`src/rtl/layer_prior_resolver_pkg.sv`:
```
// Shared types, priority slot tables and bit-depth decode for the layer priority resolver.
package layer_prior_resolver_pkg;

   localparam int MAX_BG             = 4;
   localparam int SLOTS              = 12;
   localparam int OBJ_BASE           = 128;
   localparam int MODE0_LAYER_STRIDE = 32;

   typedef enum logic [3:0] {
      BACK, OBJ,
      BG1_2_0, BG2_2_0, BG3_2_0, BG4_2_0,
      BG1_2, BG2_2, BG3_2,
      BG1_4, BG2_4,
      BG1_8, BG2_7
   } refer_pal_type;

   typedef enum logic [3:0] {
      SLOT_NONE,
      BG1_H, BG1_L, BG2_H, BG2_L, BG3_H, BG3_L, BG4_H, BG4_L,
      OBJ_0, OBJ_1, OBJ_2, OBJ_3
   } prior_slot_type;

   // Highest priority first. Merged OBJ slots (O3|O2) are listed back to back,
   // which is equivalent because OBJ has a single priority per dot.
   // Mode 1 entry 0 is the BG3 promote slot, live only when bg3_prior is set.
   localparam prior_slot_type PRIOR_TAB [8][SLOTS] = '{
      '{OBJ_3, BG1_H, BG2_H, OBJ_2, BG1_L, BG2_L, OBJ_1, BG3_H, BG4_H, OBJ_0, BG3_L, BG4_L},
      '{BG3_H, OBJ_3, BG1_H, BG2_H, OBJ_2, BG1_L, BG2_L, OBJ_1, BG3_H, OBJ_0, BG3_L, SLOT_NONE},
      '{OBJ_3, BG1_H, OBJ_2, BG2_H, OBJ_1, BG1_L, OBJ_0, BG2_L, SLOT_NONE, SLOT_NONE, SLOT_NONE, SLOT_NONE},
      '{OBJ_3, BG1_H, OBJ_2, BG2_H, OBJ_1, BG1_L, OBJ_0, BG2_L, SLOT_NONE, SLOT_NONE, SLOT_NONE, SLOT_NONE},
      '{OBJ_3, BG1_H, OBJ_2, BG2_H, OBJ_1, BG1_L, OBJ_0, BG2_L, SLOT_NONE, SLOT_NONE, SLOT_NONE, SLOT_NONE},
      '{OBJ_3, BG1_H, OBJ_2, BG2_H, OBJ_1, BG1_L, OBJ_0, BG2_L, SLOT_NONE, SLOT_NONE, SLOT_NONE, SLOT_NONE},
      '{OBJ_3, BG1_H, OBJ_2, OBJ_1, BG1_L, OBJ_0, SLOT_NONE, SLOT_NONE, SLOT_NONE, SLOT_NONE, SLOT_NONE, SLOT_NONE},
      '{OBJ_3, OBJ_2, BG2_H, OBJ_1, BG1_L, OBJ_0, BG2_L, SLOT_NONE, SLOT_NONE, SLOT_NONE, SLOT_NONE, SLOT_NONE}
   };

   // Colour bits per layer for a mode; 0 = layer absent, 7 = mode 7 EXTBG.
   function automatic logic [3:0] bpp_of(input logic [2:0] mode, input int layer);
      logic [3:0] b;
      b = 4'd0;
      case (mode)
         3'd0:    b = (layer < 4) ? 4'd2 : 4'd0;
         3'd1:    b = (layer < 2) ? 4'd4 : ((layer == 2) ? 4'd2 : 4'd0);
         3'd2:    b = (layer < 2) ? 4'd4 : 4'd0;
         3'd3:    b = (layer == 0) ? 4'd8 : ((layer == 1) ? 4'd4 : 4'd0);
         3'd4:    b = (layer == 0) ? 4'd8 : ((layer == 1) ? 4'd2 : 4'd0);
         3'd5:    b = (layer == 0) ? 4'd4 : ((layer == 1) ? 4'd2 : 4'd0);
         3'd6:    b = (layer == 0) ? 4'd4 : 4'd0;
         default: b = (layer == 0) ? 4'd8 : ((layer == 1) ? 4'd7 : 4'd0);
      endcase
      return b;
   endfunction

endpackage

```
`src/rtl/layer_prior_resolver_if.sv`:
```
// Pixel bus into the resolver and resolved palette source out of it.
// Handshake: a pixel is taken when dot_ce && in_valid on a rising clk edge; out_valid
// marks a result for one advancing cycle and there is no backpressure.
interface layer_prior_resolver_if #(
   parameter int NUM_BG = 4,
   parameter int BPP_W  = 8,
   parameter int CG_W   = 8
);
   import layer_prior_resolver_pkg::*;

   logic                             dot_ce;
   logic                             in_valid;
   logic [2:0]                       bgmode;
   logic                             bg3_prior;
   logic                             use_direct_color;
   logic [NUM_BG:0]                  main_enable;
   logic [NUM_BG:0]                  sub_enable;
   logic [NUM_BG:0]                  main_win;
   logic [NUM_BG:0]                  sub_win;
   logic [NUM_BG-1:0][BPP_W-1:0]     bg_main;
   logic [NUM_BG-1:0][BPP_W-1:0]     bg_sub;
   logic [NUM_BG-1:0]                bg_prior;
   logic [NUM_BG-1:0][2:0]           bg_palette;
   logic [3:0]                       obj_color;
   logic [1:0]                       obj_prior;
   logic [2:0]                       obj_palette;
   logic                             out_valid;
   refer_pal_type                    main_sel;
   refer_pal_type                    sub_sel;
   logic [CG_W-1:0]                  main_idx;
   logic [CG_W-1:0]                  sub_idx;
   logic                             main_direct;
   logic                             sub_direct;

   modport master (
      output dot_ce, in_valid, bgmode, bg3_prior, use_direct_color,
             main_enable, sub_enable, main_win, sub_win, bg_main, bg_sub,
             bg_prior, bg_palette, obj_color, obj_prior, obj_palette,
      input  out_valid, main_sel, sub_sel, main_idx, sub_idx, main_direct, sub_direct
   );

   modport slave (
      input  dot_ce, in_valid, bgmode, bg3_prior, use_direct_color,
             main_enable, sub_enable, main_win, sub_win, bg_main, bg_sub,
             bg_prior, bg_palette, obj_color, obj_prior, obj_palette,
      output out_valid, main_sel, sub_sel, main_idx, sub_idx, main_direct, sub_direct
   );

endinterface

```
`src/rtl/layer_prior_resolver_prior_screen_resolve.sv`:
```
// Second stage for one screen: first-opaque slot scan, winner decode and CGRAM index.
module prior_screen_resolve
   import layer_prior_resolver_pkg::*;
#(
   parameter int BPP_W = 8,
   parameter int CG_W  = 8
) (
   input  logic                          clk,
   input  logic                          reset_n,
   input  logic                          advance_i,
   input  logic [2:0]                    mode_i,
   input  logic                          bg3_prior_i,
   input  logic                          use_direct_i,
   input  logic [MAX_BG:0]               opq_i,
   input  logic [MAX_BG-1:0]             prior_i,
   input  logic [MAX_BG-1:0][BPP_W-1:0]  col_i,
   input  logic [MAX_BG-1:0][2:0]        pal_i,
   input  logic [3:0]                    obj_col_i,
   input  logic [1:0]                    obj_prior_i,
   input  logic [2:0]                    obj_pal_i,
   output refer_pal_type                 sel_o,
   output logic [CG_W-1:0]               idx_o,
   output logic                          direct_o
);

   prior_slot_type  win;
   refer_pal_type   sel_d, sel_q;
   logic [15:0]     idx_w;
   logic [CG_W-1:0] idx_q;
   logic            direct_d, direct_q;

   always_comb begin
      prior_slot_type slot;
      logic           hit;
      logic           found;
      win   = SLOT_NONE;
      found = 1'b0;
      for (int i = 0; i < SLOTS; i++) begin
         slot = PRIOR_TAB[mode_i][i];
         case (slot)
            BG1_H:   hit = opq_i[0] &  prior_i[0];
            BG1_L:   hit = opq_i[0] & ~prior_i[0];
            BG2_H:   hit = opq_i[1] &  prior_i[1];
            BG2_L:   hit = opq_i[1] & ~prior_i[1];
            BG3_H:   hit = opq_i[2] &  prior_i[2];
            BG3_L:   hit = opq_i[2] & ~prior_i[2];
            BG4_H:   hit = opq_i[3] &  prior_i[3];
            BG4_L:   hit = opq_i[3] & ~prior_i[3];
            OBJ_0:   hit = opq_i[MAX_BG] & (obj_prior_i == 2'd0);
            OBJ_1:   hit = opq_i[MAX_BG] & (obj_prior_i == 2'd1);
            OBJ_2:   hit = opq_i[MAX_BG] & (obj_prior_i == 2'd2);
            OBJ_3:   hit = opq_i[MAX_BG] & (obj_prior_i == 2'd3);
            default: hit = 1'b0;
         endcase
         if (i == 0 && mode_i == 3'd1 && !bg3_prior_i) hit = 1'b0;
         if (!found && hit) begin
            found = 1'b1;
            win   = slot;
         end
      end
   end

   always_comb begin
      logic             is_bg;
      logic [1:0]       layer;
      logic [3:0]       bpp;
      logic [BPP_W-1:0] c;
      logic [2:0]       p;
      sel_d    = BACK;
      idx_w    = 16'd0;
      direct_d = 1'b0;
      is_bg    = 1'b1;
      layer    = 2'd0;
      case (win)
         BG1_H, BG1_L: layer = 2'd0;
         BG2_H, BG2_L: layer = 2'd1;
         BG3_H, BG3_L: layer = 2'd2;
         BG4_H, BG4_L: layer = 2'd3;
         default:      is_bg = 1'b0;
      endcase
      bpp = bpp_of(mode_i, int'(layer));
      c   = col_i[layer];
      p   = pal_i[layer];
      if (win inside {OBJ_0, OBJ_1, OBJ_2, OBJ_3}) begin
         sel_d = OBJ;
         idx_w = 16'(OBJ_BASE) + {9'd0, obj_pal_i, 4'd0} + {12'd0, obj_col_i};
      end else if (is_bg && mode_i == 3'd0) begin
         case (layer)
            2'd0:    sel_d = BG1_2_0;
            2'd1:    sel_d = BG2_2_0;
            2'd2:    sel_d = BG3_2_0;
            default: sel_d = BG4_2_0;
         endcase
         idx_w = 16'(layer) * 16'(MODE0_LAYER_STRIDE) + {11'd0, p, 2'b00} + {14'd0, c[1:0]};
      end else if (is_bg) begin
         case (bpp)
            4'd2: begin
               sel_d = (layer == 2'd0) ? BG1_2 : ((layer == 2'd1) ? BG2_2 : BG3_2);
               idx_w = {11'd0, p, 2'b00} + {14'd0, c[1:0]};
            end
            4'd4: begin
               sel_d = (layer == 2'd0) ? BG1_4 : BG2_4;
               idx_w = {9'd0, p, 4'd0} + {12'd0, c[3:0]};
            end
            4'd7: begin
               sel_d = BG2_7;
               idx_w = 16'(c);
            end
            default: begin
               sel_d    = BG1_8;
               idx_w    = 16'(c);
               direct_d = use_direct_i;
            end
         endcase
      end
   end

   always_ff @(posedge clk or negedge reset_n) begin
      if (!reset_n) begin
         sel_q    <= BACK;
         idx_q    <= '0;
         direct_q <= 1'b0;
      end else if (advance_i) begin
         sel_q    <= sel_d;
         idx_q    <= idx_w[CG_W-1:0];
         direct_q <= direct_d;
      end
   end

   assign sel_o    = sel_q;
   assign idx_o    = idx_q;
   assign direct_o = direct_q;

endmodule

```
`src/rtl/layer_prior_resolver.sv`:
```
// Two-stage main/sub palette source resolver: S1 opacity decode, S2 priority resolve and index.
module layer_prior_resolver
   import layer_prior_resolver_pkg::*;
#(
   parameter int NUM_BG = 4,
   parameter int BPP_W  = 8,
   parameter int CG_W   = 8
) (
   input logic                  clk,
   input logic                  reset_n,
   layer_prior_resolver_if.slave bus
);

   logic [MAX_BG:0]               opq_main_d, opq_sub_d, opq_main_q, opq_sub_q;
   logic [MAX_BG-1:0]             prior_main_d, prior_sub_d, prior_main_q, prior_sub_q;
   logic [MAX_BG-1:0][BPP_W-1:0]  col_main_d, col_sub_d, col_main_q, col_sub_q;
   logic [MAX_BG-1:0][2:0]        pal_d, pal_q;
   logic                          s1_valid_q, bg3_prior_q, use_direct_q, out_valid_q;
   logic [2:0]                    mode_q;
   logic [3:0]                    obj_col_q;
   logic [1:0]                    obj_prior_q;
   logic [2:0]                    obj_pal_q;
   logic                          s2_advance;

   // Layers beyond NUM_BG read as fully transparent so S2 always sees four BG slots.
   for (genvar l = 0; l < MAX_BG; l++) begin : g_layer
      if (l < NUM_BG) begin : g_present
         logic [3:0]       bpp;
         logic [BPP_W-1:0] mask;
         logic             direct_ok;

         assign bpp = bpp_of(bus.bgmode, l);

         always_comb begin
            mask = '0;
            for (int b = 0; b < BPP_W; b++) mask[b] = (b < int'(bpp));
         end

         assign direct_ok = (l == 0) && (bpp == 4'd8) && bus.use_direct_color &&
                            (bus.bg_palette[l] != 3'd0);
         assign col_main_d[l] = bus.bg_main[l] & mask;
         assign col_sub_d[l]  = bus.bg_sub[l] & mask;
         assign opq_main_d[l] = bus.main_enable[l] & ~bus.main_win[l] &
                                ((col_main_d[l] != '0) | direct_ok);
         assign opq_sub_d[l]  = bus.sub_enable[l] & ~bus.sub_win[l] &
                                ((col_sub_d[l] != '0) | direct_ok);
         // Mode 7: BG1 has no priority, BG2 takes it from its own colour MSB.
         assign prior_main_d[l] = (bus.bgmode == 3'd7) ? ((l == 1) & bus.bg_main[l][BPP_W-1])
                                                       : bus.bg_prior[l];
         assign prior_sub_d[l]  = (bus.bgmode == 3'd7) ? ((l == 1) & bus.bg_sub[l][BPP_W-1])
                                                       : bus.bg_prior[l];
         assign pal_d[l] = bus.bg_palette[l];
      end else begin : g_absent
         assign col_main_d[l]   = '0;
         assign col_sub_d[l]    = '0;
         assign opq_main_d[l]   = 1'b0;
         assign opq_sub_d[l]    = 1'b0;
         assign prior_main_d[l] = 1'b0;
         assign prior_sub_d[l]  = 1'b0;
         assign pal_d[l]        = 3'd0;
      end
   end

   assign opq_main_d[MAX_BG] = bus.main_enable[NUM_BG] & ~bus.main_win[NUM_BG] & (bus.obj_color != 4'd0);
   assign opq_sub_d[MAX_BG]  = bus.sub_enable[NUM_BG] & ~bus.sub_win[NUM_BG] & (bus.obj_color != 4'd0);

   always_ff @(posedge clk or negedge reset_n) begin
      if (!reset_n) begin
         s1_valid_q   <= 1'b0;
         mode_q       <= 3'd0;
         bg3_prior_q  <= 1'b0;
         use_direct_q <= 1'b0;
         opq_main_q   <= '0;
         opq_sub_q    <= '0;
         prior_main_q <= '0;
         prior_sub_q  <= '0;
         col_main_q   <= '0;
         col_sub_q    <= '0;
         pal_q        <= '0;
         obj_col_q    <= 4'd0;
         obj_prior_q  <= 2'd0;
         obj_pal_q    <= 3'd0;
         out_valid_q  <= 1'b0;
      end else if (bus.dot_ce) begin
         s1_valid_q   <= bus.in_valid;
         mode_q       <= bus.bgmode;
         bg3_prior_q  <= bus.bg3_prior;
         use_direct_q <= bus.use_direct_color;
         opq_main_q   <= opq_main_d;
         opq_sub_q    <= opq_sub_d;
         prior_main_q <= prior_main_d;
         prior_sub_q  <= prior_sub_d;
         col_main_q   <= col_main_d;
         col_sub_q    <= col_sub_d;
         pal_q        <= pal_d;
         obj_col_q    <= bus.obj_color;
         obj_prior_q  <= bus.obj_prior;
         obj_pal_q    <= bus.obj_palette;
         out_valid_q  <= s1_valid_q;
      end
   end

   // Bubbles leave the result registers untouched.
   assign s2_advance = bus.dot_ce & s1_valid_q;

   prior_screen_resolve #(.BPP_W(BPP_W), .CG_W(CG_W)) u_main (
      .clk         (clk),
      .reset_n     (reset_n),
      .advance_i   (s2_advance),
      .mode_i      (mode_q),
      .bg3_prior_i (bg3_prior_q),
      .use_direct_i(use_direct_q),
      .opq_i       (opq_main_q),
      .prior_i     (prior_main_q),
      .col_i       (col_main_q),
      .pal_i       (pal_q),
      .obj_col_i   (obj_col_q),
      .obj_prior_i (obj_prior_q),
      .obj_pal_i   (obj_pal_q),
      .sel_o       (bus.main_sel),
      .idx_o       (bus.main_idx),
      .direct_o    (bus.main_direct)
   );

   prior_screen_resolve #(.BPP_W(BPP_W), .CG_W(CG_W)) u_sub (
      .clk         (clk),
      .reset_n     (reset_n),
      .advance_i   (s2_advance),
      .mode_i      (mode_q),
      .bg3_prior_i (bg3_prior_q),
      .use_direct_i(use_direct_q),
      .opq_i       (opq_sub_q),
      .prior_i     (prior_sub_q),
      .col_i       (col_sub_q),
      .pal_i       (pal_q),
      .obj_col_i   (obj_col_q),
      .obj_prior_i (obj_prior_q),
      .obj_pal_i   (obj_pal_q),
      .sel_o       (bus.sub_sel),
      .idx_o       (bus.sub_idx),
      .direct_o    (bus.sub_direct)
   );

   assign bus.out_valid = out_valid_q;

endmodule

```
`src/flat_wrapper.sv`:
```
// flat-port wrapper written by rule: the top's interface ports become plain ports
module layer_prior_resolver_flat import layer_prior_resolver_pkg::*;
#(
   parameter int NUM_BG = 4,
   parameter int BPP_W  = 8,
   parameter int CG_W   = 8
)
  (clk, reset_n, bus_dot_ce, bus_in_valid, bus_bgmode, bus_bg3_prior, bus_use_direct_color, bus_main_enable, bus_sub_enable, bus_main_win, bus_sub_win, bus_bg_main, bus_bg_sub, bus_bg_prior, bus_bg_palette, bus_obj_color, bus_obj_prior, bus_obj_palette, bus_out_valid, bus_main_sel, bus_sub_sel, bus_main_idx, bus_sub_idx, bus_main_direct, bus_sub_direct);
  layer_prior_resolver_if #(.NUM_BG(NUM_BG), .BPP_W(BPP_W), .CG_W(CG_W)) bus_i ();
  input logic clk;
  input logic reset_n;
  input wire logic [$bits(bus_i.dot_ce)-1:0] bus_dot_ce;
  input wire logic [$bits(bus_i.in_valid)-1:0] bus_in_valid;
  input wire logic [$bits(bus_i.bgmode)-1:0] bus_bgmode;
  input wire logic [$bits(bus_i.bg3_prior)-1:0] bus_bg3_prior;
  input wire logic [$bits(bus_i.use_direct_color)-1:0] bus_use_direct_color;
  input wire logic [$bits(bus_i.main_enable)-1:0] bus_main_enable;
  input wire logic [$bits(bus_i.sub_enable)-1:0] bus_sub_enable;
  input wire logic [$bits(bus_i.main_win)-1:0] bus_main_win;
  input wire logic [$bits(bus_i.sub_win)-1:0] bus_sub_win;
  input wire logic [$bits(bus_i.bg_main)-1:0] bus_bg_main;
  input wire logic [$bits(bus_i.bg_sub)-1:0] bus_bg_sub;
  input wire logic [$bits(bus_i.bg_prior)-1:0] bus_bg_prior;
  input wire logic [$bits(bus_i.bg_palette)-1:0] bus_bg_palette;
  input wire logic [$bits(bus_i.obj_color)-1:0] bus_obj_color;
  input wire logic [$bits(bus_i.obj_prior)-1:0] bus_obj_prior;
  input wire logic [$bits(bus_i.obj_palette)-1:0] bus_obj_palette;
  output wire logic [$bits(bus_i.out_valid)-1:0] bus_out_valid;
  output wire logic [$bits(bus_i.main_sel)-1:0] bus_main_sel;
  output wire logic [$bits(bus_i.sub_sel)-1:0] bus_sub_sel;
  output wire logic [$bits(bus_i.main_idx)-1:0] bus_main_idx;
  output wire logic [$bits(bus_i.sub_idx)-1:0] bus_sub_idx;
  output wire logic [$bits(bus_i.main_direct)-1:0] bus_main_direct;
  output wire logic [$bits(bus_i.sub_direct)-1:0] bus_sub_direct;
  assign bus_i.dot_ce = bus_dot_ce;
  assign bus_i.in_valid = bus_in_valid;
  assign bus_i.bgmode = bus_bgmode;
  assign bus_i.bg3_prior = bus_bg3_prior;
  assign bus_i.use_direct_color = bus_use_direct_color;
  assign bus_i.main_enable = bus_main_enable;
  assign bus_i.sub_enable = bus_sub_enable;
  assign bus_i.main_win = bus_main_win;
  assign bus_i.sub_win = bus_sub_win;
  assign bus_i.bg_main = bus_bg_main;
  assign bus_i.bg_sub = bus_bg_sub;
  assign bus_i.bg_prior = bus_bg_prior;
  assign bus_i.bg_palette = bus_bg_palette;
  assign bus_i.obj_color = bus_obj_color;
  assign bus_i.obj_prior = bus_obj_prior;
  assign bus_i.obj_palette = bus_obj_palette;
  assign bus_out_valid = bus_i.out_valid;
  assign bus_main_sel = bus_i.main_sel;
  assign bus_sub_sel = bus_i.sub_sel;
  assign bus_main_idx = bus_i.main_idx;
  assign bus_sub_idx = bus_i.sub_idx;
  assign bus_main_direct = bus_i.main_direct;
  assign bus_sub_direct = bus_i.sub_direct;
  layer_prior_resolver #(.NUM_BG(NUM_BG), .BPP_W(BPP_W), .CG_W(CG_W)) u_core (.clk(clk), .reset_n(reset_n), .bus(bus_i));
endmodule
```
`config.mk`:
```
export PLATFORM = sky130hd
export DESIGN_NAME = layer_prior_resolver_flat
export DESIGN_NICKNAME = d
export VERILOG_FILES = /design/src/rtl/layer_prior_resolver_pkg.sv /design/src/rtl/layer_prior_resolver_if.sv /design/src/rtl/layer_prior_resolver_prior_screen_resolve.sv /design/src/rtl/layer_prior_resolver.sv /design/src/flat_wrapper.sv
export SDC_FILE = /design/constraint.sdc
export NUM_CORES = 1
export LEC_CHECK = 0
export CAP_MARGIN = 20
export CORE_ASPECT_RATIO = 1.5
export CORE_MARGIN = 2
export CORE_UTILIZATION = 58
export CTS_BUF_LIST = sky130_fd_sc_hd__clkbuf_16
export DETAILED_ROUTE_END_ITERATION = 7
export PLACE_DENSITY = 0.94
export SLEW_MARGIN = 10
export SYNTH_ARGS = -nofsm -noshare
export SYNTH_HDL_FRONTEND = slang
export SYNTH_SLANG_ARGS = --single-unit
```
`constraint.sdc`:
```
create_clock -name clk -period 13.7 [get_ports clk]
set_input_delay 4.11 -clock clk [delete_from_list [all_inputs] [get_ports clk]]
set_output_delay 4.11 -clock clk [all_outputs]
set_load 0.1 [all_outputs]
```
# Word-level counts from Yosys, hierarchy flattened
# Memories as Yosys holds them, arrays and structs flattened.
# Index checks and enable logic that the tools add are counted.
dict set report word_totals {
  memories 1
  ff_bits 136
  out_inout_bits 27
  mem_bits_ro 384
  input_bits 118
  word_cells 585
}
# memory depth word_bits read_ports rd_clocked_by_memory_dff write_ports line
set mem_list {}
lappend mem_list {{(no name shown)} 8 48 1 0 0 layer_prior_resolver_prior_screen_resolve.sv:39} ;# slot = PRIOR_TAB[mode_i][i];
dict set report classes {
  bitwise 74
  order_cmp 37
  n_mux 151
  eq_ne 199
  add_sub_neg 10
  n_reduce_logical 83
}
# op n
set ops {}
lappend ops {{1-bit one-hot mux with 12 select lines} 24}
lappend ops {{4-bit equality test, second input constant} 71}
lappend ops {{4-bit by 3-bit equality test with 1-bit output, second input constant} 60}
lappend ops {{4-bit two-way mux} 40}
lappend ops {{4-bit by 2-bit equality test with 1-bit output, second input constant} 30}
lappend ops {{48-bit two-way mux} 2}
lappend ops {{8-bit AND} 8}
lappend ops {{8-bit two-way mux} 8}
lappend ops {{8-bit nonzero test} 8}
lappend ops {{4-bit by 1-bit equality test with 1-bit output, second input constant} 14}
lappend ops {{4-bit one-hot mux with 7 select lines} 2}
lappend ops {{1-bit AND} 45}
lappend ops {{3-bit two-way mux} 14}
lappend ops {{1-bit two-way mux} 39}
lappend ops {{8-bit binary-select mux with 2-bit select} 2}
lappend ops {{8-bit one-hot mux with 2 select lines} 2}
lappend ops {{1-bit logical AND} 27}
lappend ops {{3-bit one-hot mux with 3 select lines} 3}
lappend ops {{3-bit by 2-bit < comparator with 1-bit output, first input constant} 8}
lappend ops {{4-bit one-hot mux with 3 select lines} 2}
lappend ops {{1-bit zero test} 23}
lappend ops {{3-bit equality test, second input constant} 7}
lappend ops {{1-bit inverter} 18}
lappend ops {{7-bit by 4-bit adder with 8-bit output} 2}
lappend ops {{34 further kinds} 95}

# Depth between registers and ports, before layout
# Gate-level depths: netlist of run 1.
dict set report depth {
  word_depth 54
  depth_mapped 21
}

# Modules after synthesis
# Synthesis of run 1 repeated with hierarchy kept, for this count alone.
dict set report unflattened {
  hier_cells 921
  hier_area_um2 8366.8
}
# module cells_each area_each_um2 instances
set modules_own_cells {}
lappend modules_own_cells {prior_screen_resolve 312 2439.8 2}
lappend modules_own_cells {layer_prior_resolver 297 3487.1 1}

# Least setup slack after synthesis of run 1
# No wires, ideal clock.
dict set report synth_path {
  kind {input to register}
  start {input bus_bgmode[1]}
  end {register u_core.opq_main_q[0]}
  setup_ps 132
  cell_stages 9
  n_path_buf 2
  required_ps 13568
  path_slack_ps 8041
  t_arrival_ps 5527
  cell_sequence {clkbuf_1 -> or3_1 -> clkbuf_1 -> ha_1 -> o22ai_1 -> nor2_1 -> nand3_1 -> nand4b_1 -> o21ai_0}
}
dict set report synth_via {
  elab_chain_cells 8
}
# item line
set synth_lines {}
lappend synth_lines {{from (decl)} flat_wrapper.sv:14} ;# input wire logic [$bits(bus_i.bgmode)-1:0] bus_bgmode;
lappend synth_lines {{3-bit by 2-bit equality test with 1-bit output, or another cell as far along} layer_prior_resolver_pkg.sv:41} ;# case (mode)
lappend synth_lines {{4-bit OR reduction (no line)} n/a}
lappend synth_lines {{4-bit one-hot mux with 2 select lines *} layer_prior_resolver_pkg.sv:41}
lappend synth_lines {{1-bit by 4-bit < comparator with 1-bit output, or another cell as far along} layer_prior_resolver.sv:36} ;# for (int b = 0; b < BPP_W; b++) mask[b] = (b < int'(bpp));
lappend synth_lines {{8-bit AND or 1-bit logical AND (tied branches)} {layer_prior_resolver.sv:41, layer_prior_resolver.sv:39}}
lappend synth_lines {{8-bit nonzero test or 1-bit logical AND (tied branches)} {layer_prior_resolver.sv:44, layer_prior_resolver.sv:39}}
lappend synth_lines {{1-bit OR *} layer_prior_resolver.sv:44} ;# ((col_main_d[l] != '0) | direct_ok);
lappend synth_lines {{1-bit AND *} layer_prior_resolver.sv:43} ;# assign opq_main_d[l] = bus.main_enable[l] & ~bus.main_win[l] &
lappend synth_lines {{to (signal assigned)} layer_prior_resolver.sv:89} ;# opq_main_q <= opq_main_d;
lappend synth_lines {{to (decl)} layer_prior_resolver.sv:14} ;# logic [MAX_BG:0] opq_main_d, opq_sub_d, opq_main_q, opq_sub_q;
# Mark *: on every way between the ends. The rest lies on a longest branch, timed or not.
# A chain may end at the register's enable or synchronous reset.

# Worst setup path after layout of run 1
dict set report layout_path {
  start {register u_core.mode_q[2]}
  end {register u_core.u_sub.idx_q[7], in the netlist u_core.u_sub.idx_o[7]}
}
dict set report layout_via {
  elab_chain_cells 53
}
# item line
set layout_lines {}
lappend layout_lines {{from (decl)} layer_prior_resolver.sv:19} ;# logic [2:0] mode_q;
lappend layout_lines {{from (signal assigned)} layer_prior_resolver.sv:86} ;# mode_q <= bus.bgmode;
lappend layout_lines {{parallel branches: the longest is 52 deep, another holds memory read 8 x 48 bit} n/a}
lappend layout_lines {{8-bit two-way mux *} layer_prior_resolver_prior_screen_resolve.sv:84} ;# if (win inside {OBJ_0, OBJ_1, OBJ_2, OBJ_3}) begin
lappend layout_lines {{to (signal assigned)} layer_prior_resolver_prior_screen_resolve.sv:125} ;# idx_q <= idx_w[CG_W-1:0];
lappend layout_lines {{to (decl)} layer_prior_resolver_prior_screen_resolve.sv:29} ;# logic [CG_W-1:0] idx_q;
# Mark *: on every way between the ends. The select of a mux whose other input is x is not followed.

==> run metrics, run 1 <==
largest cells by area after synthesis=dfrtp_1 (35%), o21ai_0 (5.0%), nand2_1 (4.9%); worst vdd ir=roughly 0.14 mV; fin. max-slew vios=0; Layout area overhead=19.5%; Post-Route WL=26.3 mm; Reg clk slew, reported paths=80 ps; CP startpoint=u_core.mode_q[2]$_DFFE_PN0P_; CP delay by family, top=compound AO/OA/AOI/OAI gates; Placed Area=8860 µm²; Hold Fails Final Rpt=0; Chip Width=98.0 µm; hold path start=u_core.u_main.sel_o[3]$_DFFE_PN0P_; Die Area=14200 µm²; Mapped Nets=1044; RSZ-0062 raised after global routing=false; area share of the leading cell type in the synthesized netlist=around a third; vias in the first global route=roughly 7700; Cell Pwr Density=about 160 nW/µm²; post-DR vias/cell=approximately 7; crit-path cells=buf_4, inv_1, ha_1, and3b_1, a221oi_1, nor2_1, nor3_1, a311oi_1, o32ai_2, o21a_1, a32o_1, nand2_1, a21boi_0, a221oi_1, o21ai_0; crit path time final=6270 ps; sequential cell fraction of total power=28.8%; DR DRC count=0; synth warn=0; Pwr Total=0.00144 W; Worst Path Required=13920 ps; Synth area leader=dfrtp_1; outcome=complete, no violations; Mapped Area=7680 µm²; arrival time at the worst endpoint=6490 ps; setup ws final=7430 ps; hold_ws=489 ps; post-CTS sizing=0; post-route ant nets=0; Die Y=about 140 µm; Total Neg Setup Slack=0 ps; Initial DRT Pass Iterations=6; Routed wire per std cell=22.6 µm; FF+latch count, synth=approximately 110; # hold bufs at CTS=0; CP max stage cell=a32o_1; sw frac=49.8%; maximum clock rate=160 MHz; post-synth cell types=94; Final setup viols=0; via count=8112; worst path bufs/invs=2; CP Class=flop to flop; cell area after layout=about 9200 µm²; worst r2r src=u_core.mode_q[2]$_DFFE_PN0P_; logic gate share of total power=between 50% and 60%; layout cells sized above 1=7.96%; largest net degree at the start of global routing=approximately 100; reg2reg setup slack=7430 ps; initial antenna violation count=0; CORE AREA=between 10000 and 15000 µm²; most frequent CP cell=a221oi_1; ys async rst share=100%; global-route wire length before repair=40.1 mm; Final #Nets=between 1000 and 1500; Static Leak=3.76 nW; Overflow after GRT=0; CP startpoint kind=flop; syn_area_per_cell=8.34 µm²; Setup Skew=between 9 and 10 ps; Net Sw Power=0.000719 W; HPWL Detailed=19.4 mm; Rows=51; setup repair bufs after CTS=0; Worst setup EP type=flop; EDFF count, synth=0; Mapped Cells=921; measured slew at the worst slew-check pin=about 1300 ps; initial drt markers=901; CTS HTree Levels=3; worst min path class=flop to flop; Diodes inserted=0; clock network power share=around 18%; CTS Buf Count=9; Clock Sinks=107; post-synthesis sequential area ratio=34.9%; Ports=145; slowest stage delay, CP=690 ps; Tcrit/Tclk final=45.8%; Max Cap Viol=0; all-layer global routing usage=35.6%; IO buf count=120; relative slew slack=a little under an eighth; TritonCTS clock tree=built; critical path fanouts, max=30; Initial Util=approximately 60%; clk buf depth=2; Placer Congestion=1.00; Setup WS pre-CTS=7250 ps; Pint=roughly 0.00072 W; Synth Flop Type=dfrtp_1; worst skew pair latency=360 ps; clock root buffer=clkbuf_16
[worst paths after layout]
| check | end | depth (start not counted) |
|---|---|---|
| worst max-delay path | u_core.u_sub.idx_o[7]$_DFFE_PN0P_ | 15 |
| worst min-delay path | u_core.u_main.sel_o[3]$_DFFE_PN0P_ | 1 |
| worst max register to register | u_core.u_sub.idx_o[7]$_DFFE_PN0P_ | 15 |
| worst min register to register | u_core.u_main.sel_o[3]$_DFFE_PN0P_ | 1 |
| max in group asynchronous | u_core.u_sub.idx_o[2]$_DFFE_PN0P_ | 3 |
| min in group asynchronous | u_core.col_main_q[13]$_DFFE_PN0P_ | 1 |
[worst reg2reg max path, stage by stage (launching register included)]
cell and delay (ps):
dfrtp_1 330, buf_4 360, inv_1 350, ha_1 630, and3b_1 320, a221oi_1 500, nor2_1 270, nor3_1 570
a311oi_1 150, o32ai_2 580, o21a_1 300, a32o_1 690, nand2_1 290, a21boi_0 200, a221oi_1 420, o21ai_0 170
[sequential cells by signal (all words and copies together) (netlist names)]
register / count
u_core.u_main.direct_o: 1
u_core.u_sub.direct_o: 1
u_core.u_main.idx_o: 8
u_core.bg3_prior_q: 1
u_core.obj_prior_q: 2
u_core.obj_pal_q: 3
u_core.u_sub.sel_o: 4
u_core.prior_sub_q: 2
u_core.mode_q: 3
u_core.use_direct_q: 1
u_core.obj_col_q: 4
u_core.bus.out_valid: 1
u_core.s1_valid_q: 1
u_core.col_sub_q: 19
u_core.u_main.sel_o: 4
u_core.opq_main_q: 5
u_core.prior_main_q: 3
u_core.opq_sub_q: 5
u_core.col_main_q: 19
u_core.pal_q: 12
u_core.u_sub.idx_o: 8
[power by group through the flow]
stage               logic (W)  clock network [W]  registers, W
floorplan            0.000336                  0      0.000626
global placement     0.000745                  0      0.000415
detailed placement   0.000754                  0      0.000417
CTS                  0.000758           0.000254      0.000412
global route         0.000806           0.000267      0.000419
finish               0.000774           0.000255      0.000415
[Yosys cell counts (all sizes together) (8+ instances only)]
cell type and instances:
and3 9, a2bb2oi 8, a31oi 8, a22oi 8
or3 10, buf 25, o21ai 81, o211ai 15
nand2 101, a221oi 8, a21oi 39, inv 63
nand3 34, mux2 29, a211oi 9, and2 9
nand3b 22, nor2 60, clkbuf 38, o21a 10
dfrtp 107, mux2i 20, o31ai 12, nor3 21
o22ai 25, nor4 13
[final cells by class]
class,instances,area [µm²]
Sequential cell,107,2680
Multi-Input combinational cell,688,4480
Clock buffer,9,225
Inverter,63,236
Fill cell,953,3780
Clock inverter,7,60.1
Timing Repair Buffer,131,1300
Tap cell,159,199
[layout by cell type (no fill, tap or decap), types with 6 or more instances in the layout]
cell type        synthesis  layout
a221oi_1                 7       7
a31oi_1                  8       8
mux2_2                  26      26
or3_1                   10      10
nor4_1                  11      11
nand3_1                 34      34
inv_1                   62      63
and2_1                   9       9
dfrtp_1                107     107
o211ai_1                15      15
o21ai_0                 77      77
a211oi_1                 9       9
clkdlybuf4s50_1          0     118
o22ai_1                 25      25
buf_4                    1      12
nor3_1                  18      18
nand2b_1                 7       7
a2bb2oi_1                8       8
o31ai_1                 11      11
nand3b_1                22      22
and3_1                   9       9
nor2_1                  60      60
nand2_1                101     101
mux2i_1                 20      20
a21oi_1                 38      38
a22oi_1                  7       7
o211a_1                  6       6
o21a_1                  10      10
a32oi_1                  6       6
clkbuf_16                0       9
[per-stage QoR]
stage          cells  util (%)
2_1_floorplan    921         -
3_3_place_gp    1146      68.4
3_5_place_dp    1147      68.4
4_1_cts         1163      70.6
5_1_grt         1164      70.8
6_report        1164      70.8
[per-layer routing]
layer  global-route usage (%)  wire [µm]  part of all wire (%)  up-vias
met3                     3.95       2030                   7.7      154
met4                     21.3       1860                   7.1        0
li1                         -          -                     -     3589
met2                     61.7      13200                    50      549
met5                        0          0                     0        -
met1                     41.7       9230                    35     3820
[kinds of logic after synthesis]
kind of cell / after synthesis / share of synthesized area, %
simple gates: 332 / 23.1
compound gates: 298 / 27.1
buf+inv: 126 / 6.83
flops: 107 / 34.9
mux: 49 / 6.86
fa+ha+maj: 5 / 0.815
xor+xnor: 4 / 0.456
Power figures use the tool's default switching activity.
==> inputs of run 2 (changes only) <==
CORE_UTILIZATION = 54   (was 58)
PLACE_DENSITY = 0.88   (was 0.94)
clock period = 6.2 ns   (was 13.7 ns; I/O delays follow)
==> run 2 against run 1 <==
Combinational power is 120% higher. Sequential share of layout area is 0.19 points lower. Register-to-register slack worse by 6900 ps. Critical path type unchanged. Maximum frequency is 11% higher. Critical endpoint is now u_core.u_sub.idx_o[2]$_DFFE_PN0P_. Critical path depth is 1 lower.
==> run metrics, run 2 (synthesized netlist as in run 1, its figures left out) <==
outcome=complete, no violations; top routing layer in use=met4; clk buf depth=2 (unchanged); Cell Pwr Density=345 nW/µm² (+120%); Final #Nets=1130 (+0.62%); relative slew slack=32.1% (+20 points); end of the critical path=u_core.u_sub.idx_o[2]$_DFFE_PN0P_; reg2reg path depth=14 (-1); IO buf count=120 (unchanged); Diodes inserted=0 (unchanged); routed length on met2=13.3 mm (+0.80%); commonest non-fill, non-tap cell in the layout=clkdlybuf4s50_1; hold_ws=492 ps (+2.23 ps); Setup Skew=8.80 ps (-0.979 ps); Overflow after GRT=0 (unchanged); CTS Buf Count=9 (unchanged); HPWL Detailed=19.7 mm (+1.6%); Die Y=150 µm (+3.5%); post-route ant nets=0 (unchanged); Cells after DPL=1187 (+3.5%); TritonCTS clock tree=built; Crit Reg-Reg Endpoint=u_core.u_sub.idx_o[2]$_DFFE_PN0P_; fin. max-slew vios=0 (unchanged); Ports=145 (unchanged); DR DRC count=0 (unchanged); global-route wire length before repair=41.9 mm (+4.3%); reg2reg setup slack=540 ps (-6890 ps); vias in the first global route=7955 (+3.6%); most frequent cells in the layout=clkdlybuf4s50_1 (118), dfrtp_1 (107), nand2_1 (101); worst vdd ir=0.349 mV (+160%); RSZ-0062 raised after global routing=false; Worst setup EP type=flop; all-layer global routing usage=35.9% (+0.34 points); CORE AREA=14000 µm² (+8.0%); Static Leak=3.77 nW (+0.49%); Clock Sinks=107 (unchanged); top flop regs=u_core.col_main_q x19, u_core.col_sub_q x19, u_core.pal_q x12; CP Class=flop to flop; Max Cap Viol=0 (unchanged); Final Non-Filler Cells=1203 (+3.4%); Final setup viols=0 (unchanged); clock root buffer=clkbuf_16; measured slew at the worst slew-check pin=1010 ps (-293 ps); Routed wire per std cell=22.2 µm (-1.7%); maximum clock rate=177 MHz (+11%); Die Area=15200 µm² (+7.1%); Rows=53 (+3.9%); hold path start=u_core.u_main.sel_o[3]$_DFFE_PN0P_; Chip Width=101 µm (+3.5%); M1 wire length=9.41 mm (+1.9%); Hold Fails Final Rpt=0 (unchanged); Met3 Wirelength=2.01 mm (-0.94%); Multi-input gate area=4480 µm² (unchanged); Worst Path Required=6430 ps (-7490 ps); Tcrit/Tclk final=91.3% (+46 points); Reg clk slew, reported paths=70 ps (about the same); Layout fillers=1119 (+17%); # hold bufs at CTS=0 (unchanged); setup repair bufs after CTS=0 (unchanged); post-CTS sizing=0 (unchanged); FF+latch area=2680 µm² (unchanged); CP startpoint=u_core.mode_q[1]$_DFFE_PN0P_; worst skew pair latency=350 ps (about the same); initial antenna violation count=0 (unchanged); Layout area overhead=20.3%; critical path fanouts, max=16 (-47%); arrival time at the worst endpoint=5890 ps (-600 ps); via count=8042 (-0.86%); Initial DRT Pass Iterations=7 (+1); post-DR vias/cell=6.68 (-4.1%); layout cells sized above 1=8.61% (+0.65 points); Total Neg Setup Slack=0 ps (unchanged); largest net degree at the start of global routing=109 (+7.9%); crit path time final=5660 ps (-607 ps); worst min path class=flop to flop; initial drt markers=724 (-20%); worst r2r src=u_core.mode_q[1]$_DFFE_PN0P_; CTS HTree Levels=3 (unchanged); Post-Route WL=26.7 mm (+1.6%); Placer Congestion=0.976 (-2.5%); CP startpoint kind=flop; Initial Util=54.9% (-4.4 points)
==> run 2: layout make-up <==
class                           instances  share of cell area [%]
Multi-Input combinational cell        688                    48.5
Sequential cell                       107                    29.0
Timing Repair Buffer                  138                    14.4
Tap cell                              192                    2.60
Inverter                               63                    2.56
Clock buffer                            9                    2.44
Clock inverter                          6                   0.542
==> run 2: layer usage <==
layer / vias to the layer above / track usage (%)
met5: - / 0
met4: 0 / 24.3
met3: 130 / 6.31
met2: 484 / 59.7
met1: 3811 / 41.7
li1: 3617 / -
==> run 2: how the worst min path moves through the flow <==
stage / endpoint / slack, ps / cells past startpoint
2_1_floorplan: u_core.obj_pal_q[1]$_DFFE_PN0P_ / 480 / 1
3_3_place_gp: u_core.u_main.sel_o[3]$_DFFE_PN0P_ / 470 / 1
3_5_place_dp: u_core.u_main.sel_o[0]$_DFFE_PN0P_ / 480 / 1
4_1_cts: u_core.u_sub.idx_o[3]$_DFFE_PN0P_ / 500 / 2
5_1_grt: u_core.u_main.sel_o[3]$_DFFE_PN0P_ / 520 / 1
6_report: u_core.u_main.sel_o[3]$_DFFE_PN0P_ / 490 / 1
==> run 2: where the power goes <==
group | switching, W | internal [W] | total, W
logic | 0.00121 | 0.000519 | 0.00173
registers | 0.000104 | 0.000810 | 0.000914
clock network | 0.000270 | 0.000275 | 0.000546
==> run 2: stage by stage <==
step | setup slack, ps | area [µm²] | total power (W) | utilization, %
floorplan | 1790 | 7680 | 0.00213 | -
global placement | 1030 | 8960 | 0.00258 | 64.0
detailed placement | 1010 | 8960 | 0.00260 | 64.0
CTS | 979 | 9230 | 0.00315 | 66.0
global route | 50.1 | 9240 | 0.00331 | 66.0
finish | 538 | 9240 | 0.00319 | 66.0
==> run 2: worst max-delay path, stage by stage, from the launching register on <==
cell and delay [ps]:
dfrtp_1 380, inv_1 180, ha_1 450, and3b_1 290
a221oi_1 780, nor2_1 310, nor3_1 520, a311oi_1 150
o32ai_2 550, nor3_2 150, a32oi_2 770, nor4_2 120
a311o_1 420, nor4_1 360, nor4_1 100
